<file path="config.mk">
export PLATFORM = sky130hd
export DESIGN_NAME = rsa256_avalon_bridge
export DESIGN_NICKNAME = d
export VERILOG_FILES = /design/src/rtl/rsa_bridge_pkg.sv /design/src/rtl/avm_byte_xfer.sv /design/src/rtl/rsa256_avalon_bridge.sv
export SDC_FILE = /design/constraint.sdc
export NUM_CORES = 2
export LEC_CHECK = 0
export CAP_MARGIN = 30
export CORE_AREA = 2 2 427 429
export DETAILED_ROUTE_END_ITERATION = 10
export DIE_AREA = 0 0 429 431
export PLACE_DENSITY = 0.52
export RECOVER_POWER = 50
export SYNTH_ARGS = -nofsm -noshare
export SYNTH_HDL_FRONTEND = slang
export SYNTH_HIERARCHICAL = 1
export SYNTH_SLANG_ARGS = --single-unit
</file>
<file path="constraint.sdc">
create_clock -name i_clk -period 2.23 [get_ports i_clk]
set_input_delay 0.223 -clock i_clk [delete_from_list [all_inputs] [get_ports i_clk]]
set_output_delay 0.223 -clock i_clk [all_outputs]
set_load 0.05 [all_outputs]
</file>
<file path="src/rtl/rsa_bridge_pkg.sv">
// Shared types and constants for the RSA-256 Avalon UART bridge.
// Holds the top/transfer state enums, byte counts and default UART addresses.
package rsa_bridge_pkg;

    typedef enum logic [1:0] {
        S_GET_KEY,
        S_GET_DATA,
        S_WAIT_CALC,
        S_SEND_DATA
    } top_state_t;

    typedef enum logic {
        X_POLL,
        X_DATA
    } xfer_state_t;

    localparam int KEY_BYTES  = 64;
    localparam int DATA_BYTES = 32;
    localparam int OUT_BYTES  = 31;

    localparam logic [4:0] DEF_RX_BASE     = 5'd0;
    localparam logic [4:0] DEF_TX_BASE     = 5'd4;
    localparam logic [4:0] DEF_STATUS_BASE = 5'd8;
    localparam int         DEF_RX_OK_BIT   = 7;
    localparam int         DEF_TX_OK_BIT   = 6;

endpackage

</file>
<file path="src/rtl/avm_byte_xfer.sv">
// One-byte UART transfer engine: polls status, then reads RX or writes TX.
// Ports: i_go/i_dir/i_wbyte request, o_rbyte/o_done result, avm_* master.
module avm_byte_xfer
    import rsa_bridge_pkg::*;
#(
    parameter logic [4:0] RX_BASE     = DEF_RX_BASE,
    parameter logic [4:0] TX_BASE     = DEF_TX_BASE,
    parameter logic [4:0] STATUS_BASE = DEF_STATUS_BASE,
    parameter int         RX_OK_BIT   = DEF_RX_OK_BIT,
    parameter int         TX_OK_BIT   = DEF_TX_OK_BIT
) (
    input  logic        i_clk,
    input  logic        i_rst,
    input  logic        i_go,
    input  logic        i_dir,
    input  logic [7:0]  i_wbyte,
    output logic [7:0]  o_rbyte,
    output logic        o_done,
    output logic [4:0]  avm_address,
    output logic        avm_read,
    input  logic [31:0] avm_readdata,
    output logic        avm_write,
    output logic [31:0] avm_writedata,
    input  logic        avm_waitrequest
);

    xfer_state_t r_state, w_state_nxt;
    logic        r_read, w_read_nxt;
    logic        r_write, w_write_nxt;
    logic [4:0]  r_addr, w_addr_nxt;
    logic [7:0]  r_wbyte, w_wbyte_nxt;
    logic        w_ack;
    logic        w_ok;
    logic        w_unused;

    assign w_ack    = (r_read | r_write) & ~avm_waitrequest;
    assign w_ok     = i_dir ? avm_readdata[TX_OK_BIT]
                            : avm_readdata[RX_OK_BIT];
    assign o_done   = w_ack & (r_state == X_DATA);
    assign o_rbyte  = avm_readdata[7:0];
    assign w_unused = ^avm_readdata;

    assign avm_address   = r_addr;
    assign avm_read      = r_read;
    assign avm_write     = r_write;
    assign avm_writedata = {24'd0, r_wbyte};

    always_ff @(posedge i_clk) begin
        if (i_rst) begin
            r_state <= X_POLL;
            r_read  <= 1'b0;
            r_write <= 1'b0;
            r_addr  <= STATUS_BASE;
            r_wbyte <= 8'd0;
        end else begin
            r_state <= w_state_nxt;
            r_read  <= w_read_nxt;
            r_write <= w_write_nxt;
            r_addr  <= w_addr_nxt;
            r_wbyte <= w_wbyte_nxt;
        end
    end

    // Requests are registered; the follow-up request is chosen in the
    // completion cycle so back-to-back accesses cost one cycle each.
    always_comb begin
        w_state_nxt = r_state;
        w_read_nxt  = r_read;
        w_write_nxt = r_write;
        w_addr_nxt  = r_addr;
        w_wbyte_nxt = r_wbyte;
        if (!(r_read | r_write)) begin
            if (i_go) begin
                w_state_nxt = X_POLL;
                w_read_nxt  = 1'b1;
                w_addr_nxt  = STATUS_BASE;
            end
        end else if (w_ack) begin
            unique case (r_state)
                X_POLL: begin
                    if (w_ok) begin
                        w_state_nxt = X_DATA;
                        w_read_nxt  = ~i_dir;
                        w_write_nxt = i_dir;
                        w_addr_nxt  = i_dir ? TX_BASE : RX_BASE;
                        w_wbyte_nxt = i_dir ? i_wbyte : 8'd0;
                    end
                end
                X_DATA: begin
                    w_state_nxt = X_POLL;
                    w_read_nxt  = i_go;
                    w_write_nxt = 1'b0;
                    w_addr_nxt  = STATUS_BASE;
                    w_wbyte_nxt = 8'd0;
                end
                default: ;
            endcase
        end
    end

endmodule

</file>
<file path="src/rtl/rsa256_avalon_bridge.sv">
// RSA-256 front end: loads n/d/a from the UART, starts the core, returns 31 bytes.
// Ports: i_clk/i_rst, avm_* UART master, o_rsa_* core controls, i_rsa_* core result.
module rsa256_avalon_bridge
    import rsa_bridge_pkg::*;
#(
    parameter logic [4:0] RX_BASE     = DEF_RX_BASE,
    parameter logic [4:0] TX_BASE     = DEF_TX_BASE,
    parameter logic [4:0] STATUS_BASE = DEF_STATUS_BASE,
    parameter int         RX_OK_BIT   = DEF_RX_OK_BIT,
    parameter int         TX_OK_BIT   = DEF_TX_OK_BIT
) (
    input  logic         i_clk,
    input  logic         i_rst,
    output logic [4:0]   avm_address,
    output logic         avm_read,
    input  logic [31:0]  avm_readdata,
    output logic         avm_write,
    output logic [31:0]  avm_writedata,
    input  logic         avm_waitrequest,
    output logic         o_rsa_start,
    output logic [255:0] o_rsa_a,
    output logic [255:0] o_rsa_d,
    output logic [255:0] o_rsa_n,
    input  logic         i_rsa_finished,
    input  logic [255:0] i_rsa_result
);

    top_state_t   r_state, w_state_nxt;
    logic [5:0]   r_cnt, w_cnt_nxt;
    logic [255:0] r_n, w_n_nxt;
    logic [255:0] r_d, w_d_nxt;
    logic [255:0] r_a, w_a_nxt;
    logic [247:0] r_res, w_res_nxt;
    logic         r_start, w_start_nxt;
    logic         w_go, w_dir, w_done, w_last;
    logic [7:0]   w_rbyte;
    logic         w_unused_res;

    assign o_rsa_start  = r_start;
    assign o_rsa_a      = r_a;
    assign o_rsa_d      = r_d;
    assign o_rsa_n      = r_n;
    assign w_unused_res = ^i_rsa_result[255:248];

    // Drop the request stream on the last ciphertext byte so no status
    // poll is left in flight while the core runs.
    assign w_last = (r_state == S_GET_DATA) & w_done
                  & (r_cnt == 6'(DATA_BYTES - 1));
    assign w_go   = (r_state != S_WAIT_CALC) & ~w_last;
    assign w_dir  = (r_state == S_SEND_DATA);

    avm_byte_xfer #(
        .RX_BASE     (RX_BASE),
        .TX_BASE     (TX_BASE),
        .STATUS_BASE (STATUS_BASE),
        .RX_OK_BIT   (RX_OK_BIT),
        .TX_OK_BIT   (TX_OK_BIT)
    ) u_xfer (
        .i_clk           (i_clk),
        .i_rst           (i_rst),
        .i_go            (w_go),
        .i_dir           (w_dir),
        .i_wbyte         (r_res[247:240]),
        .o_rbyte         (w_rbyte),
        .o_done          (w_done),
        .avm_address     (avm_address),
        .avm_read        (avm_read),
        .avm_readdata    (avm_readdata),
        .avm_write       (avm_write),
        .avm_writedata   (avm_writedata),
        .avm_waitrequest (avm_waitrequest)
    );

    always_ff @(posedge i_clk) begin
        if (i_rst) begin
            r_state <= S_GET_KEY;
            r_cnt   <= 6'd0;
            r_n     <= '0;
            r_d     <= '0;
            r_a     <= '0;
            r_res   <= '0;
            r_start <= 1'b0;
        end else begin
            r_state <= w_state_nxt;
            r_cnt   <= w_cnt_nxt;
            r_n     <= w_n_nxt;
            r_d     <= w_d_nxt;
            r_a     <= w_a_nxt;
            r_res   <= w_res_nxt;
            r_start <= w_start_nxt;
        end
    end

    always_comb begin
        w_state_nxt = r_state;
        w_cnt_nxt   = r_cnt;
        w_n_nxt     = r_n;
        w_d_nxt     = r_d;
        w_a_nxt     = r_a;
        w_res_nxt   = r_res;
        w_start_nxt = 1'b0;
        unique case (r_state)
            S_GET_KEY: begin
                if (w_done) begin
                    if (r_cnt < 6'(KEY_BYTES / 2)) begin
                        w_n_nxt = {r_n[247:0], w_rbyte};
                    end else begin
                        w_d_nxt = {r_d[247:0], w_rbyte};
                    end
                    if (r_cnt == 6'(KEY_BYTES - 1)) begin
                        w_cnt_nxt   = 6'd0;
                        w_state_nxt = S_GET_DATA;
                    end else begin
                        w_cnt_nxt = r_cnt + 6'd1;
                    end
                end
            end
            S_GET_DATA: begin
                if (w_done) begin
                    w_a_nxt = {r_a[247:0], w_rbyte};
                    if (w_last) begin
                        w_cnt_nxt   = 6'd0;
                        w_start_nxt = 1'b1;
                        w_state_nxt = S_WAIT_CALC;
                    end else begin
                        w_cnt_nxt = r_cnt + 6'd1;
                    end
                end
            end
            S_WAIT_CALC: begin
                if (i_rsa_finished) begin
                    w_res_nxt   = i_rsa_result[247:0];
                    w_state_nxt = S_SEND_DATA;
                end
            end
            S_SEND_DATA: begin
                if (w_done) begin
                    w_res_nxt = {r_res[239:0], 8'h00};
                    if (r_cnt == 6'(OUT_BYTES - 1)) begin
                        w_cnt_nxt   = 6'd0;
                        w_state_nxt = S_GET_DATA;
                    end else begin
                        w_cnt_nxt = r_cnt + 6'd1;
                    end
                end
            end
            default: ;
        endcase
    end

endmodule

</file>
==> flow_summary.toml <==
[pwr]
leakage_nw = 21.1
cellPowerDensity_nw_per_um2 = 725
sequentialPowerShare = 0.464
p_int_mw = 30.9
p_comb_frac = 0.037
swShare = 0.228
switchingPower_mw = 9.10
p_clk_frac = 0.499
ir_drop_uv = 690

[cells_and_area]
final_layout_size_suffix_gt1_frac = 0.0777
post-route-cell-area_um2 = 55200
fin_nets = 5906
fillCellCount = 19305
area_growth_pct = 44.1

[place]
placed_area_um2 = 52300
gp_congestion = 0.885
dp_hpwl_um = 123000
io_buffers = 1040

[worst_setup_path]
rrSetupSlack_ns = 0.17
critPathMaxStageDelay_ns = 0.61
crit_path_max_fanout = 2
critPathKind = "flip-flop to primary output"
worstSetupStartpointType = "flip-flop"
slowest_stage = "dlygate4sd2_1"
crit_buf_inv = 1
crit_family = "buffers and inverters"
required_ns = 2.01
endpoint_kind = "primary output"
cp_data_arrival_time_ns = 1.93
crit_chain = "dlygate4sd2_1"

[synth]
synth_cell_type_count = 40
yosysTopAreaCellShare = 0.543
synth_common_cells = "1555 x nand2_1, 1038 x dfxtp_1, 783 x a21oi_1, 252 x nor2_1, 245 x mux2i_1"
synth_flop_cell = "dfxtp_1"
syn-instance-count = 4613
yosysTopAreaCell = "dfxtp_1"
seq_area_frac_synth = 0.543
synth_edf_count = 0
async_flop_share = 0
yosys_warnings = 6
synth_top_cells_by_area = "dfxtp_1 54%, nand2_1 15%, a21oi_1 10%"
synth_most_common_cell = "nand2_1"
ys_seq_elements = 1038
syn-cell-area_um2 = 38300
avgSynthCellArea_um2 = 8.30

[sta]
max_freq_mhz = 465
period_share = 0.964
setup_tns_ns = 0
rsz0062_at_grt = "no"
finClkSkew_ns = 0.0491
relSlewSlack = 0.416
finalHoldViolations = 0
maxSlewViolCount = 0
setup_violations = 0
period_minus_slack_ns = 2.15
worstMarginPinSlew_ns = 0.879

[clock_network]
clkTransAtPathRegs_ns = 0.06
cts_made_buffers = 117
clockBufferDepth = 3
cts_tree = "yes"
clock-sinks = 1038
ctsRootBufferMaster = "clkbuf_16"
cts_max_level = 3
insertion_delay_ns = 0.77

[floorplan]
start_util = 0.213
dieArea_um2 = 185000
placeableCoreArea_um2 = 180000
die-width_um = 429
io_pins = 1100
fp-row-count = 156
die_y_um = 431

[min_path]
worstHoldPathType = "primary input to flip-flop"

[grt]
grt.total_usage = 0.167
gr-total-overflow = 0
grt_max_degree = 118
antenna_found_initial = 15
grt_util_met2 = 0.297
use_met1 = 0.190
grt_pass1_vias = 33486
grt-busiest-layer = "met2"
use_met3 = 0.0498
grt_pass1_wl_um = 232000

[flow_run]
max-cap-violations = 0

[routing]
drtAntennaViolNets = 0
vias = 35215
wire_per_inst_um = 20.0
dr.pass1.iters = 7
drt-initial-drc-count = 2223
viasPerCell = 4.36
route.detailed.drc = 0
wl_um = 162000

[run_status]
status = "completed"
==> placed cells by master, fill, tap and decap left out, types with 8 or more instances in the layout <==
cell,netlist,routed
buf_12,0,59
clkdlybuf4s50_1,0,281
clkbuf_1,187,38
nand2_1,1555,1554
o32ai_1,8,8
diode_2,0,9
conb_1,1,27
clkinv_2,0,18
clkbuf_4,0,8
dfxtp_1,1038,1036
mux2i_1,245,245
nand3_1,14,12
inv_1,17,17
clkbuf_16,0,119
a211oi_1,241,241
buf_4,45,111
clkbuf_8,0,40
nor2_1,252,248
nand3b_1,10,10
dlygate4sd2_1,0,720
clkbuf_2,0,47
a21oi_1,783,785
==> state kept, by name (all words and copies together) (netlist names) <==
| name | cells |
|---|---|
| o_rsa_a | 256 |
| o_rsa_start | 1 |
| u_xfer/avm_address | 2 |
| u_xfer/r_wbyte | 8 |
| u_xfer/r_state | 1 |
| r_state | 2 |
| o_rsa_n | 256 |
| u_xfer/avm_read | 1 |
| r_res | 248 |
| o_rsa_d | 256 |
| u_xfer/avm_write | 1 |
| r_cnt | 6 |
==> cell type report <==
| cell class | count | area (um^2) | area share |
|---|---|---|---|
| tap | 2370 | 2970 | 0.0537 |
| antenna | 9 | 22.5 | 0.000408 |
| clock inverter | 35 | 387 | 0.00701 |
| multi-input combinational | 3180 | 15700 | 0.285 |
| clock buffer | 181 | 3610 | 0.0654 |
| timing repair buffer | 1254 | 11600 | 0.211 |
| sequential | 1038 | 20800 | 0.377 |
| inverter | 17 | 63.8 | 0.00116 |
==> through the flow <==
| step | std cells | worst slack [ns] | util | total power [mW] | hold WS [ns] |
|---|---|---|---|---|---|
| 2_1_floorplan | 4639 | 0.123 | - | 19.6 | 0.388 |
| 3_5_place_dp | 7854 | -0.0897 | 0.290 | 20.5 | 0.447 |
| 5_1_grt | 8080 | 0.00115 | 0.306 | 41.4 | 0.0664 |
| 6_report | 8084 | 0.0803 | 0.306 | 40.0 | 0.0934 |
| 3_3_place_gp | 7854 | -0.0911 | 0.290 | 20.5 | 0.442 |
| 4_1_cts | 8075 | 0.000404 | 0.308 | 40.5 | 0.0115 |
==> power groups by stage <==
stage	Combinational (mW)	Clock (mW)	Sequential (mW)
floorplan	0.630	0	19.0
CTS	1.48	20.5	18.6
finish	1.47	19.9	18.6
global placement	1.47	0	19.0
global route	1.55	21.3	18.6
detailed placement	1.47	0	19.0
==> cell families (layout without fill, tap and decap cells) <==
kind of cell,after synthesis,count (layout),synth area share
buf+inv,421,1487,0.0507
compound gates,1051,1051,0.156
flops,1038,1038,0.543
other cells,1,36,0.0000980
mux,246,246,0.0644
fa+ha+maj,6,6,0.00196
simple gates,1850,1850,0.184
==> worst paths after layout <==
path / from / endpoint / depth (start not counted)
min: i_rsa_result[3] / r_res[3] / 3
max reg2reg: u_xfer/r_state / o_rsa_d[162] / 9
min reg2reg: o_rsa_d[60] / o_rsa_d[68] / 2
max: o_rsa_d[249] / o_rsa_d[249] / 1
==> routing by layer <==
metal  vias up  wire length [um]
met1     16658             63600
met2      1027             81800
met3       211             11500
li1      17309                 -
met4        10              4890
met5         -                65
==> timing repair <==
action | 4_1_cts | 5_1_grt
hold buffers | 5 | 0
resized for setup | 723 | 4
setup buffers | 0 | 0
hold endpoints to repair | 22 | 0
cloned | 0 | 0
setup endpoints to repair | 721 | 35
==> worst reg2reg max path: cells and delay by family, from the launching register on <==
family / cells / cell delay, ns
buf+inv: 5 / 1.01
compound gates: 1 / 0.08
simple gates: 3 / 0.40
flops: 1 / 0.43
Power figures use the tool's default switching activity.
